## src/rtl/mem_port_arbiter.sv

```systemverilog
// mem_port_arbiter: shares one single-ported memory between the instruction-fetch
// port (IF) and the load/store data port (D) using a req/ack handshake.
//
// Each transaction is sequenced as IDLE -> ACCESS (MEM_LAT cycles) -> RESP -> IDLE.
// When both ports request in the same cycle, round-robin arbitration grants the
// port that did not win last time.
//
// Ports:
//   clk_i, rst_ni             clock; asynchronous active-low reset
//   if_req_i, if_addr_i       fetch request (level) and fetch address
//   if_rdata_o, if_ack_o      fetched word (held) and one-cycle completion pulse
//   d_req_i, d_we_i           data request (level); 1 = store, 0 = load
//   d_addr_i, d_wdata_i       data address and store data
//   d_rdata_o, d_ack_o        load data (held) and one-cycle completion pulse
//   mem_addr_o, mem_wdata_o   memory address and write data (held outside ACCESS)
//   mem_we_o                  write strobe, first ACCESS cycle of a store only
//   mem_rdata_i               read data, valid MEM_LAT cycles after the address
//   busy_o                    high in ACCESS and RESP
//   owner_o                   port of the current or last grant (0 = IF, 1 = D)
module mem_port_arbiter #(
  parameter int unsigned AW      = 32,
  parameter int unsigned DW      = 32,
  parameter int unsigned MEM_LAT = 1   // legal range 1..15
) (
  input  logic          clk_i,
  input  logic          rst_ni,
  input  logic          if_req_i,
  input  logic [AW-1:0] if_addr_i,
  output logic [DW-1:0] if_rdata_o,
  output logic          if_ack_o,
  input  logic          d_req_i,
  input  logic          d_we_i,
  input  logic [AW-1:0] d_addr_i,
  input  logic [DW-1:0] d_wdata_i,
  output logic [DW-1:0] d_rdata_o,
  output logic          d_ack_o,
  output logic [AW-1:0] mem_addr_o,
  output logic [DW-1:0] mem_wdata_o,
  output logic          mem_we_o,
  input  logic [DW-1:0] mem_rdata_i,
  output logic          busy_o,
  output logic          owner_o
);

  typedef enum logic [1:0] {StIdle, StAccess, StResp} state_e;

  localparam logic [3:0] LastCnt = 4'(MEM_LAT - 1);

  state_e        state_q;
  logic [3:0]    cnt_q;
  logic          we_q;        // captured d_we of the granted request
  logic          owner_q;     // doubles as last_gnt: same value, same reset (IF)
  logic [AW-1:0] mem_addr_q;
  logic [DW-1:0] mem_wdata_q;
  logic          mem_we_q;
  logic [DW-1:0] if_rdata_q;
  logic [DW-1:0] d_rdata_q;
  logic          if_ack_q;
  logic          d_ack_q;
  logic          busy_q;

  // D wins when it is the only requester, or on a conflict when IF won last time.
  logic gnt_d;
  always_comb begin
    gnt_d = d_req_i & (~if_req_i | ~owner_q);
  end

  always_ff @(posedge clk_i or negedge rst_ni) begin
    if (!rst_ni) begin
      state_q     <= StIdle;
      cnt_q       <= '0;
      we_q        <= 1'b0;
      owner_q     <= 1'b0;
      mem_addr_q  <= '0;
      mem_wdata_q <= '0;
      mem_we_q    <= 1'b0;
      if_rdata_q  <= '0;
      d_rdata_q   <= '0;
      if_ack_q    <= 1'b0;
      d_ack_q     <= 1'b0;
      busy_q      <= 1'b0;
    end else begin
      // Pulses default low; set only where they belong.
      if_ack_q <= 1'b0;
      d_ack_q  <= 1'b0;
      mem_we_q <= 1'b0;
      unique case (state_q)
        StIdle: begin
          if (if_req_i || d_req_i) begin
            state_q    <= StAccess;
            cnt_q      <= '0;
            busy_q     <= 1'b1;
            owner_q    <= gnt_d;
            we_q       <= gnt_d & d_we_i;
            mem_we_q   <= gnt_d & d_we_i;
            mem_addr_q <= gnt_d ? d_addr_i : if_addr_i;
            // IF has no write data; leave the bus holding its last value.
            if (gnt_d) begin
              mem_wdata_q <= d_wdata_i;
            end
          end
        end
        StAccess: begin
          cnt_q <= cnt_q + 4'd1;
          if (cnt_q == LastCnt) begin
            state_q <= StResp;
            if (owner_q) begin
              d_ack_q <= 1'b1;
              if (!we_q) begin
                d_rdata_q <= mem_rdata_i;
              end
            end else begin
              if_ack_q   <= 1'b1;
              if_rdata_q <= mem_rdata_i;
            end
          end
        end
        StResp: begin
          // Requests are deliberately not sampled here; the requester drops req
          // on this edge, so a req seen in the next IDLE is a new request.
          state_q <= StIdle;
          busy_q  <= 1'b0;
        end
        default: begin
          state_q <= StIdle;
          busy_q  <= 1'b0;
        end
      endcase
    end
  end

  assign if_rdata_o  = if_rdata_q;
  assign if_ack_o    = if_ack_q;
  assign d_rdata_o   = d_rdata_q;
  assign d_ack_o     = d_ack_q;
  assign mem_addr_o  = mem_addr_q;
  assign mem_wdata_o = mem_wdata_q;
  assign mem_we_o    = mem_we_q;
  assign busy_o      = busy_q;
  assign owner_o     = owner_q;

endmodule

```

## config.mk

```make
export PLATFORM = sky130hd
export DESIGN_NAME = mem_port_arbiter
export DESIGN_NICKNAME = d
export VERILOG_FILES = /design/src/rtl/mem_port_arbiter.sv
export SDC_FILE = /design/constraint.sdc
export NUM_CORES = 1
export LEC_CHECK = 0
export ABC_AREA = 1
export BUFFER_PORTS_ARGS = -buffer_cell sky130_fd_sc_hd__buf_2
export CORE_MARGIN = 2
export CORE_UTILIZATION = 43
export DETAILED_ROUTE_END_ITERATION = 6
export PLACE_DENSITY = 0.77
export SLEW_MARGIN = 20
export SYNTH_ARGS = -nofsm -noshare
export SYNTH_HDL_FRONTEND = slang
export SYNTH_SLANG_ARGS = --single-unit
```

## constraint.sdc

```tcl
create_clock -name clk_i -period 1.4 [get_ports clk_i]
set_input_delay 0.28 -clock clk_i [delete_from_list [all_inputs] [get_ports clk_i]]
set_output_delay 0.28 -clock clk_i [all_outputs]
set_load 0.01 [all_outputs]
```

Yosys cells after proc, flatten, opt, wreduce, memory -nomap -nowiden

Index checks and enable logic that the tools add are counted.

Flip-flop bits (word level): 140
Input bits: 133
Output and inout port bits: 133
Logic and storage cells: 50

Add/sub/neg operators: 1
Equality and inequality tests: 3
Mux-type cells: 16
Bitwise gates (word level): 7
Reduce and logical (&&, ||, !) cells: 11

Operators by type and width:

| cell                  | count |
|---|---|
| $mux W32              | 1 |
| $mux W1               | 9 |
| $pmux W4 S2           | 1 |
| $reduce_and A2 Y1     | 4 |
| $reduce_and A3 Y1     | 2 |
| $add A4 B1 Y4 const B | 1 |
| $logic_not A4 Y1      | 1 |
| $mux W2               | 2 |
| $mux W4               | 1 |
| $ne A2 B2 Y1 const B  | 2 |
| $not A1 Y1            | 4 |
| $pmux W2 S2           | 1 |
| $reduce_and A4 Y1     | 1 |
| $and A1 B1 Y1         | 2 |
| $eq A2 B1 Y1 const B  | 1 |
| $logic_not A2 Y1      | 1 |
| $pmux W1 S2           | 1 |
| $reduce_bool A2 Y1    | 1 |
| $logic_or A1 B1 Y1    | 1 |
| $or A1 B1 Y1          | 1 |

Longest topological paths before layout

Gate-level depths: netlist of run 1.

Word-level depth: 6
Depth in mapped cells: 8
Gate-level depth less buffers: 7

Worst setup path before layout of run 1

No wires, ideal clock.

Kind: register to register
Start: register cnt_q[0]
End: register if_rdata_q[22] (netlist: if_rdata_o[22])
Library setup time: 0.066 ns
Data arrival time: 1.265 ns
Required time: 1.334 ns
Slack: 0.069 ns
Stages on the path, launching flop included: 9
Path buffers: 2
Period minus slack after synthesis: 1.331 ns
Cells stage by stage: dfrtp_1 -> inv_1 -> ha_1 -> nand2_1 -> nor2_4 -> buf_4 -> buf_4 -> nand4_1 -> nand2_1

Word-level cells in the longest chain between the ends: 2

RTL lines:

| element                            | RTL line | source |
|---|---|---|
| from (decl)                        | 50       | `logic [3:0] cnt_q;` |
| from (signal assigned)             | 104      | `cnt_q <= cnt_q + 4'd1;` |
| $logic_not A4 Y1                   | 105      | `if (cnt_q == LastCnt) begin` |
| $reduce_and A3 Y1 (no source line) | --       |  |
| to (signal assigned)               | 114      | `if_rdata_q <= mem_rdata_i;` |
| to (decl)                          | 56       | `logic [DW-1:0] if_rdata_q;` |

Every way passes these cells.
A chain may end at the register's enable or synchronous reset.

Worst setup path after layout of run 1

Start: register cnt_q[0]
End: register d_rdata_q[24] (netlist: d_rdata_o[24])

Word-level cells in the longest chain between the ends: 2

RTL lines:

| element                            | RTL line | source |
|---|---|---|
| $logic_not A4 Y1                   | 105      |  |
| $reduce_and A4 Y1 (no source line) | --       |  |
| to (signal assigned)               | 110      | `d_rdata_q <= mem_rdata_i;` |
| to (decl)                          | 57       | `logic [DW-1:0] d_rdata_q;` |

Every way passes these cells.

==> results of run 1 <==
[power by group through the flow]
stage / sequential [mW] / combinational [mW] / clock [mW]
after floorplan: 7.96 / 4.12 / 0
after global placement: 7.08 / 8.41 / 0
after detailed placement: 7.10 / 8.62 / 0
after CTS: 7.10 / 8.68 / 4.14
after global routing: 7.33 / 9.92 / 4.31
final: 7.11 / 8.78 / 4.05
[worst max-delay path, stage by stage, from the launching register on]
cell and delay, ps:
dfrtp_1 390, inv_2 80, ha_4 140, nand2_4 50, nor2_4 190, nand3_2 130, buf_12 190, nand2_2 70
nand2_1 60
[logic make-up after synthesis]
| kind of cell | Yosys count | share of synthesized area, % |
|---|---|---|
| compound gates | 39 | 3.29 |
| fa+ha+maj | 2 | 0.413 |
| flops | 140 | 57.9 |
| buf+inv | 88 | 7.15 |
| simple gates | 447 | 31.3 |
[cells in the mapped netlist (5+ instances only)]
cell type	count
buf_2	25
buf_4	11
clkbuf_1	5
dfrtp_1	140
inv_1	38
nand2_1	333
nand4_1	65
nor2_1	36
o21ai_1	36
[path summary, 6_finish.rpt]
check | end | slack, ps
worst max-delay path | d_rdata_o[24] | -20
worst max register to register | d_rdata_o[24] | -20
max in group asynchronous | mem_wdata_o[18] | 530
worst min register to register | mem_wdata_o[9] | 460
min in group asynchronous | d_rdata_o[23] | 320
worst min-delay path | mem_wdata_o[19] | 60
[sequential cells by signal (all words and copies together), names as in the netlist]
name / flops
mem_addr_o: 32
cnt_q: 4
if_ack_o: 1
busy_o: 1
if_rdata_o: 32
we_q: 1
state_q: 2
d_ack_o: 1
d_rdata_o: 32
mem_we_o: 1
mem_wdata_o: 32
owner_o: 1
[layout make-up]
class	count	area [um2]	share of cell area, %
Sequential cell	140	3500	42.2
Multi-Input combinational cell	488	2170	26.1
Timing Repair Buffer	300	1720	20.6
Clock buffer	18	439	5.29
Tap cell	180	225	2.71
Inverter	43	164	1.97
Clock inverter	13	95.1	1.14
[layer usage]
metal	GRT usage, %	wire [um]	up-vias
met4	7.69	294	0
li1	-	-	2823
met5	0	0	-
met2	37.9	8150	222
met3	5.90	1170	19
met1	28.4	6810	2618
[what timing repair did]
action                                  in CTS  in global routing
endpoints found under the hold margin       28                  0
gates cloned                                 0                  1
resized for setup                            5                 12
hold buffers                                 1                  0
setup buffers                                0                  3
endpoints found under the setup margin       5                 67
[through the flow]
stage,hold WS [ps],area [um2]
final,64.1,8310
after floorplan,-15.6,6060
after CTS,49.3,8230
after global placement,195,7680
after detailed placement,193,7680
after global routing,64.4,8310
==> results.py, run 1 <==
metrics = {
    "run_status": {
        "status": "finished, violations left",
        "violations": "negative setup slack",
    },
    "power": {
        "ir_drop_mv": 1.21,
        "clkPwrFrac_pct": 20.3,
        "p_int_mw": 11.8,
        "switching_power_mw": 8.17,
        "seq_power_share_pct": 35.7,
        "power_mw": 19.9,
        "pwr_density_cell_nw_per_um2": 2400,
        "combPwrFrac_pct": 44.0,
        "p_leak_nw": 4.76,
        "p_sw_share_pct": 41.0,
    },
    "global_routing": {
        "grt_pass1_wl_mm": 26.7,
        "grt_start_max_net_pins": 65,
        "grt_overflow": 0,
        "grt_use_total_pct": 22.6,
        "grt_pass1_vias": 5505,
        "antenna_found_initial": 0,
    },
    "min_path": {
        "hold_class": "input port to flip-flop",
        "whs_path_depth": 3,
        "worstHoldStart": "d_wdata_i[19]",
    },
    "yosys": {
        "synth-main-ff-cell": "dfrtp_1",
        "synth_largest_area_cell": "dfrtp_1",
        "synth-async-reset-ratio_pct": 100,
        "yosysWarnings": 0,
        "netlist_area_um2": 6060,
        "ys_seq_area_share_pct": 57.9,
        "synth_cell_type_count": 21,
        "syn_area_per_cell_um2": 8.46,
        "synth_enable_flop_cells": 0,
        "syn-num-nets": 851,
        "yosys_register_bits": 140,
        "ys_top_cells_by_area": "dfrtp_1 (58%), nand2_1 (21%), nand4_1 (6.7%)",
        "yosys.area.top_type_share_pct": 57.9,
        "synth_cells": 716,
    },
    "setup_path": {
        "cp.required_ps": 1690,
        "startpoint": "cnt_q[0]",
        "r2r-start": "cnt_q[0]",
        "cp.arrival_ps": 1710,
        "cp_max_fo": 23,
        "reg2reg_depth": 8,
        "endpoint_kind": "flip-flop",
        "worst-setup-path-type": "flip-flop to flip-flop",
        "crit_path_start_kind": "flip-flop",
    },
    "cts": {
        "cts.clk_slew.worst_paths_ps": 60,
        "insertion_delay_ps": 410,
        "cts_made_buffers": 17,
        "cts-root-buf": "clkbuf_16",
        "htreeDepth": 4,
        "max-clock-path-buffers": 2,
        "cts_sinks": 140,
        "cts_tree": "built",
    },
    "route": {
        "ant_nets": 0,
        "viasPerCell": 4.81,
        "dr.pass1.iters": 4,
        "avgRoutedWirePerCell_um": 13.9,
        "vias": 5682,
        "drcViolationCount": 0,
        "wl_mm": 16.4,
        "drt-initial-drc-count": 385,
    },
    "floorplan": {
        "dieHeight_um": 123,
        "start_util_pct": 43.8,
        "coreArea_um2": 13800,
        "rows": 43,
        "io_pins": 266,
        "die_x_um": 123,
        "die_area_um2": 15000,
    },
    "sta": {
        "slew_headroom_pct": 77.2,
        "fin_tns_setup_ps": -43.6,
        "finClkSkew_ps": 6.84,
        "rsz0062_at_grt": "yes",
        "fmax_ghz": 0.707,
        "period_share_pct": 101,
        "drv_slew": 0,
        "min_period_ps": 1420,
        "hold_viol": 0,
        "setup_violations": 5,
        "worst_slack_ps": -15.3,
        "worstMarginPinSlew_ps": 342,
    },
    "placed_design": {
        "io_buffers": 265,
        "dp_slack_ps": -1.25,
        "place_congestion": 0.811,
        "hpwl_mm": 11.5,
        "place_inst": 1146,
    },
    "cells_and_area": {
        "final_nets": 1125,
        "final_core_util_pct": 60.1,
        "layout-area-overhead-vs-synth_pct": 37.2,
        "final_common_cell": "nand2_1",
        "layout_common_cells": "nand2_1 (324), buf_2 (265), dfrtp_1 (140), nand4_1 (65)",
        "final_cells": 1182,
        "antenna_cells": 0,
        "fillers": 1210,
        "drive_gt1_share_pct": 35.5,
    },
    "job": {
        "maxCapViolations": 0,
    },
}
Power figures use the tool's default switching activity.
==> run 2, diff against run 1 <==
--- a/config.mk
+++ b/config.mk
@@ -10,6 +10,7 @@
 export CORE_MARGIN = 2
 export CORE_UTILIZATION = 43
 export DETAILED_ROUTE_END_ITERATION = 6
+export GPL_TIMING_DRIVEN = 0
 export PLACE_DENSITY = 0.77
 export SLEW_MARGIN = 20
 export SYNTH_ARGS = -nofsm -noshare
==> run 2 against run 1 <==
Compared with the run above: total power grew 9.5%; worst setup slack lost 70 ps; flip-flop and latch count unchanged; via count is 6.2% higher; critical path type unchanged; utilization is 3.8 points higher; clock skew increased by 2.5 ps; register-to-register slack got worse by 70 ps; the flow still finishes with violations (negative setup slack); clock power is 8.6% higher.
==> results.py, run 2 (synthesis gave the netlist of run 1 again) <==
metrics = {
    "run_status": {
        "status": "finished, violations left",
        "violations": "negative setup slack",
    },
    "global_routing": {
        "antenna_found_initial": 0,
        "grt_start_max_net_pins": 75,
        "grt_pass1_vias": 5655,
        "grt_use_total_pct": 24.0,
        "grt_overflow": 0,
        "grt_pass1_wl_mm": 28.0,
    },
    "placed_design": {
        "io_buffers": 265,
        "place_congestion": 0.862,
        "dp_slack_ps": -181,
        "hpwl_mm": 12.7,
        "place_inst": 1162,
        "place_area_um2": 7640,
    },
    "setup_path": {
        "cp.arrival_ps": 1790,
        "cp.required_ps": 1710,
        "worst-setup-path-type": "flip-flop to flip-flop",
        "reg2reg_depth": 9,
        "cp_max_fo": 5,
        "endpoint_kind": "flip-flop",
        "crit_path_start_kind": "flip-flop",
    },
    "floorplan": {
        "die_x_um": 123,
        "die_area_um2": 15000,
        "rows": 43,
        "dieHeight_um": 123,
        "coreArea_um2": 13800,
        "start_util_pct": 43.8,
        "io_pins": 266,
    },
    "route": {
        "dr.pass1.iters": 5,
        "ant_nets": 0,
        "drt-initial-drc-count": 410,
        "avgRoutedWirePerCell_um": 15.2,
        "viasPerCell": 4.92,
        "drcViolationCount": 0,
        "vias": 6035,
        "wl_mm": 18.6,
    },
    "cts": {
        "insertion_delay_ps": 420,
        "cts_made_buffers": 17,
        "cts-root-buf": "clkbuf_16",
        "htreeDepth": 4,
        "cts.clk_slew.worst_paths_ps": 60,
        "cts_tree": "built",
        "cts_sinks": 140,
        "max-clock-path-buffers": 2,
    },
    "cells_and_area": {
        "antenna_cells": 0,
        "layout-area-overhead-vs-synth_pct": 45.8,
        "layout_common_cells": "nand2_1 (296), buf_2 (281), dfrtp_1 (140), nand4_1 (65)",
        "final_cells": 1227,
        "drive_gt1_share_pct": 40.7,
        "fillers": 1172,
        "fin_area_um2": 8830,
        "final_common_cell": "nand2_1",
        "final_nets": 1169,
        "final_core_util_pct": 63.8,
    },
    "sta": {
        "finClkSkew_ps": 9.34,
        "slew_headroom_pct": 64.3,
        "drv_slew": 0,
        "min_period_ps": 1490,
        "period_share_pct": 106,
        "worstMarginPinSlew_ps": 535,
        "fin_tns_setup_ps": -3240,
        "setup_violations": 60,
        "worst_slack_ps": -85.3,
        "rsz0062_at_grt": "yes",
        "fin_hold_ws_ps": 60.6,
        "hold_viol": 0,
        "fmax_ghz": 0.673,
    },
    "job": {
        "maxCapViolations": 0,
    },
    "power": {
        "clkPwrFrac_pct": 20.2,
        "pwr_density_cell_nw_per_um2": 2470,
        "ir_drop_mv": 1.07,
        "p_sw_share_pct": 41.0,
        "switching_power_mw": 8.95,
        "power_mw": 21.8,
        "combPwrFrac_pct": 46.6,
        "seq_power_share_pct": 33.3,
        "p_int_mw": 12.9,
        "p_leak_nw": 4.99,
    },
    "min_path": {
        "whs_path_depth": 3,
        "hold_class": "input port to flip-flop",
    },
}
[run 2: cell types whose count changed in the layout (fill, tap and decap cells not counted), sizes merged]
cell	before	now
buf	299	332
inv	45	44
nand3	6	7
clkbuf	18	30
clkinv	8	4
clkinvlp	3	6
bufinv	0	1
[run 2: worst max-delay path: stages (launching register included)]
cell and delay [ps]:
dfrtp_1 390, inv_2 90, ha_4 140, nand2_4 50, nor2_4 130, buf_6 140
nand3_2 130, buf_6 180, nand2_1 60, nand2_1 60
[run 2: path summary, 6_finish.rpt]
path                                from               to  slack [ps]
setup / recovery                cnt_q[0]   if_rdata_o[24]         -90
hold / removal             d_wdata_i[19]  mem_wdata_o[19]          60
setup reg to reg                cnt_q[0]   if_rdata_o[24]         -90
hold reg to reg            d_rdata_o[28]    d_rdata_o[28]         470
max in group asynchronous         rst_ni  mem_wdata_o[27]         230
min in group asynchronous         rst_ni    d_rdata_o[23]         400
[run 2: layout make-up]
class	count	area (um2)	share of cell area [%]
flip-flops and latches	140	3500	39.7
multi-input cells	489	2290	26.0
repair buffers	297	1680	19.1
clock buffers	21	470	5.33
plain buffers	45	368	4.17
well taps	180	225	2.55
inverters	43	164	1.86
clock inverters	11	111	1.26
repair inverters	1	7.51	0.0850
[run 2: routing by layer]
metal  vias to the layer above  wire length, um  global-route usage [%]
li1                       2907                -                       -
met1                      2815             7490                    30.0
met2                       277             9320                    39.8
met3                        36             1450                    6.41
met4                         0              391                    8.76
met5                         -                0                       0
[run 2: power by group through the flow]
stage                     registers (mW)  logic, mW  clock network, mW
after floorplan                     7.96       4.12                  0
after global placement              7.10       8.34                  0
after detailed placement            7.12       8.56                  0
after CTS                           7.11       9.28               4.44
after global routing                7.45       11.3               4.62
final                               7.26       10.2               4.40
[run 2: what timing repair did]
action,in CTS,in global routing
resized for setup,24,76
hold buffers,1,0
pin swaps,12,7
cloned,2,8
buffers inserted,10,12
hold endpoints to repair,66,0
endpoints found under the setup margin,90,119
==> run 3, diff against run 2 <==
--- a/config.mk
+++ b/config.mk
@@ -5,13 +5,12 @@
 export SDC_FILE = /design/constraint.sdc
 export NUM_CORES = 1
 export LEC_CHECK = 0
-export ABC_AREA = 1
 export BUFFER_PORTS_ARGS = -buffer_cell sky130_fd_sc_hd__buf_2
 export CORE_MARGIN = 2
-export CORE_UTILIZATION = 43
+export CORE_UTILIZATION = 42
 export DETAILED_ROUTE_END_ITERATION = 6
 export GPL_TIMING_DRIVEN = 0
-export PLACE_DENSITY = 0.77
+export PLACE_DENSITY = 0.76
 export SLEW_MARGIN = 20
 export SYNTH_ARGS = -nofsm -noshare
 export SYNTH_HDL_FRONTEND = slang
==> run 3 against run 2 <==
Compared with the run above: non-clock buffer count shrank 27; utilization grew 2.5 points; register-to-register slack lost 470 ps; the flow still finishes with violations (negative setup slack); largest cell class unchanged; worst setup slack lost 470 ps; clock power shrank 3%.
==> results.py, run 3 <==
metrics = {
    "cts": {
        "max-clock-path-buffers": 2,
        "cts_tree": "built",
        "cts_sinks": 140,
        "cts-root-buf": "clkbuf_16",
        "insertion_delay_ps": 410,
        "cts_made_buffers": 17,
        "cts.clk_slew.worst_paths_ps": 60,
        "htreeDepth": 4,
    },
    "setup_path": {
        "cp_max_fo": 5,
        "cpPeakStageDelay_ps": 400,
        "worst-setup-path-type": "flip-flop to flip-flop",
        "cp_cell_sequence": "inv_2 > ha_4 > or3b_4 > nor3_4 > buf_6 > clkbuf_16 > mux2_4",
        "endpoint_kind": "flip-flop",
        "slowest_stage": "dfrtp_1",
        "cp.required_ps": 1690,
        "cp.arrival_ps": 2240,
        "crit_path_start_kind": "flip-flop",
    },
    "sta": {
        "finClkSkew_ps": 7.82,
        "rsz0062_at_grt": "yes",
        "worst_slack_ps": -556,
        "period_share_pct": 140,
        "min_period_ps": 1960,
        "hold_viol": 0,
        "slew_headroom_pct": 71.3,
        "fmax_ghz": 0.511,
        "fin_tns_setup_ps": -41400,
        "setup_violations": 132,
        "fin_hold_ws_ps": 101,
        "drv_slew": 0,
        "worstMarginPinSlew_ps": 431,
    },
    "cells_and_area": {
        "drive_gt1_share_pct": 75.7,
        "antenna_cells": 0,
        "final_cells": 856,
        "final_nets": 803,
        "layout-area-overhead-vs-synth_pct": 54.3,
        "layout_common_cells": "buf_2 (265), dfrtp_1 (139), mux2_4 (86), mux2_2 (74), clkbuf_16 (26)",
        "final_common_cell": "buf_2",
    },
    "floorplan": {
        "coreArea_um2": 13200,
        "dieHeight_um": 120,
        "die_x_um": 120,
        "io_pins": 266,
        "start_util_pct": 43.0,
        "rows": 42,
        "die_area_um2": 14400,
    },
    "global_routing": {
        "grt_use_total_pct": 18.5,
        "grt_start_max_net_pins": 89,
        "antenna_found_initial": 0,
        "grt_overflow": 0,
        "grt_pass1_wl_mm": 20.8,
        "grt_pass1_vias": 4260,
    },
    "placed_design": {
        "place_inst": 794,
        "io_buffers": 265,
        "place_congestion": 0.735,
        "hpwl_mm": 9.90,
    },
    "power": {
        "p_int_mw": 14.4,
        "p_leak_nw": 4.41,
        "pwr_density_cell_nw_per_um2": 2430,
        "combPwrFrac_pct": 46.0,
        "p_sw_share_pct": 32.1,
        "switching_power_mw": 6.83,
        "ir_drop_mv": 1.36,
        "clkPwrFrac_pct": 20.0,
        "seq_power_share_pct": 34.0,
        "power_mw": 21.3,
    },
    "yosys": {
        "yosys.area.top_type_share_pct": 61.8,
        "syn-num-nets": 487,
        "synth-main-ff-cell": "dfrtp_1",
        "ys_top_cells_by_area": "dfrtp_1 (62%), mux2_2 (31%), buf_2 (0.97%)",
        "synth_cell_type_count": 30,
        "yosysWarnings": 0,
        "syn_area_per_cell_um2": 16.1,
        "synth_largest_area_cell": "dfrtp_1",
        "synthTopCellsByCount": "mux2_2 (158), dfrtp_1 (140), buf_2 (11)",
        "synth_enable_flop_cells": 0,
        "yosys_register_bits": 140,
        "yosys.cell_count.top_type": "mux2_2",
        "synth-async-reset-ratio_pct": 100,
        "synth_cells": 352,
        "ys_seq_area_share_pct": 61.8,
        "netlist_area_um2": 5670,
    },
    "min_path": {
        "hold_class": "input port to flip-flop",
    },
    "route": {
        "drt-initial-drc-count": 199,
        "avgRoutedWirePerCell_um": 17.1,
        "drcViolationCount": 0,
        "wl_mm": 14.7,
        "viasPerCell": 4.82,
        "vias": 4130,
        "ant_nets": 0,
        "dr.pass1.iters": 4,
    },
    "run_status": {
        "violations": "negative setup slack",
        "status": "finished, violations left",
    },
    "job": {
        "maxCapViolations": 0,
    },
}
[run 3: changes by cell type after synthesis, moves of 33 or more]
cell / previous run / this run
inv_1: 38 / 3
o21ai_1: 36 / 0
nand2_1: 333 / 3
mux2_2: 0 / 158
nand4_1: 65 / 1
nor2_1: 36 / 3
[run 3: kinds of logic after synthesis]
logic type               count (synthesis)  share of synthesized area, %
multiplexers                           161                          32.0
flip-flops                             140                          61.8
buffers and inverters                   21                          2.25
AND/OR/NAND/NOR                         19                          2.41
AO/OA/AOI/OAI                            8                         0.993
adder cells (fa/ha/maj)                  2                         0.441
XOR/XNOR                                 1                         0.155
[run 3: cell type report]
class	instances	area, um2
plain buffers	15	193
fillers	949	4440
repair buffers	300	1860
multi-input cells	191	2390
inverters	3	11.3
flip-flops and latches	140	3500
clock buffers	19	453
clock inverters	12	115
well taps	176	220
[run 3: metal layers]
metal	routed length [um]	vias up	track usage, %
met4	240	0	7.50
met2	7820	168	33.3
met1	5740	2051	20.9
met3	874	17	4.67
met5	0	-	0
li1	-	1894	-
[run 3: worst paths after layout]
path | cells past startpoint | end | slack [ps] | start
setup / recovery | 7 | if_rdata_o[21] | -560 | cnt_q[1]
hold / removal | 2 | mem_we_o | 100 | d_we_i
setup reg to reg | 7 | if_rdata_o[21] | -560 | cnt_q[1]
hold reg to reg | 1 | d_rdata_o[18] | 500 | d_rdata_o[18]
max in group asynchronous | 3 | owner_o | 280 | rst_ni
min in group asynchronous | 2 | d_rdata_o[12] | 360 | rst_ni
[run 3: repair_timing]
action	4_1_cts	5_1_grt
pin swaps	4	6
setup buffers	11	13
hold buffers	1	0
cloned	0	9
resized for setup	28	104
endpoints found under the setup margin	135	132
endpoints found under the hold margin	52	0
[run 3: power groups by stage]
stage               logic [mW]  clock network, mW  registers [mW]
finish                    9.77               4.26            7.23
global route              10.4               4.52            7.45
CTS                       8.08               4.35            7.15
detailed placement        7.59                  0            7.19
global placement          7.37                  0            7.05
floorplan                 3.56                  0            8.08
[run 3: critical path: cells and delay by family (launching register included)]
family	cells	cell delay, ps
buf+inv	3	440
fa+ha+maj	1	130
flops	1	400
simple gates	2	560
mux	1	290
[run 3: through the flow]
stage          cell area [um2]  utilization, %  setup slack (ps)
3_3_place_gp              7250            55.0             -1720
5_1_grt                   8750            66.3              -615
4_1_cts                   8060            61.1              -571
6_report                  8750            66.3              -556
3_5_place_dp              7290            55.3              -678
2_1_floorplan             5710               -              -464
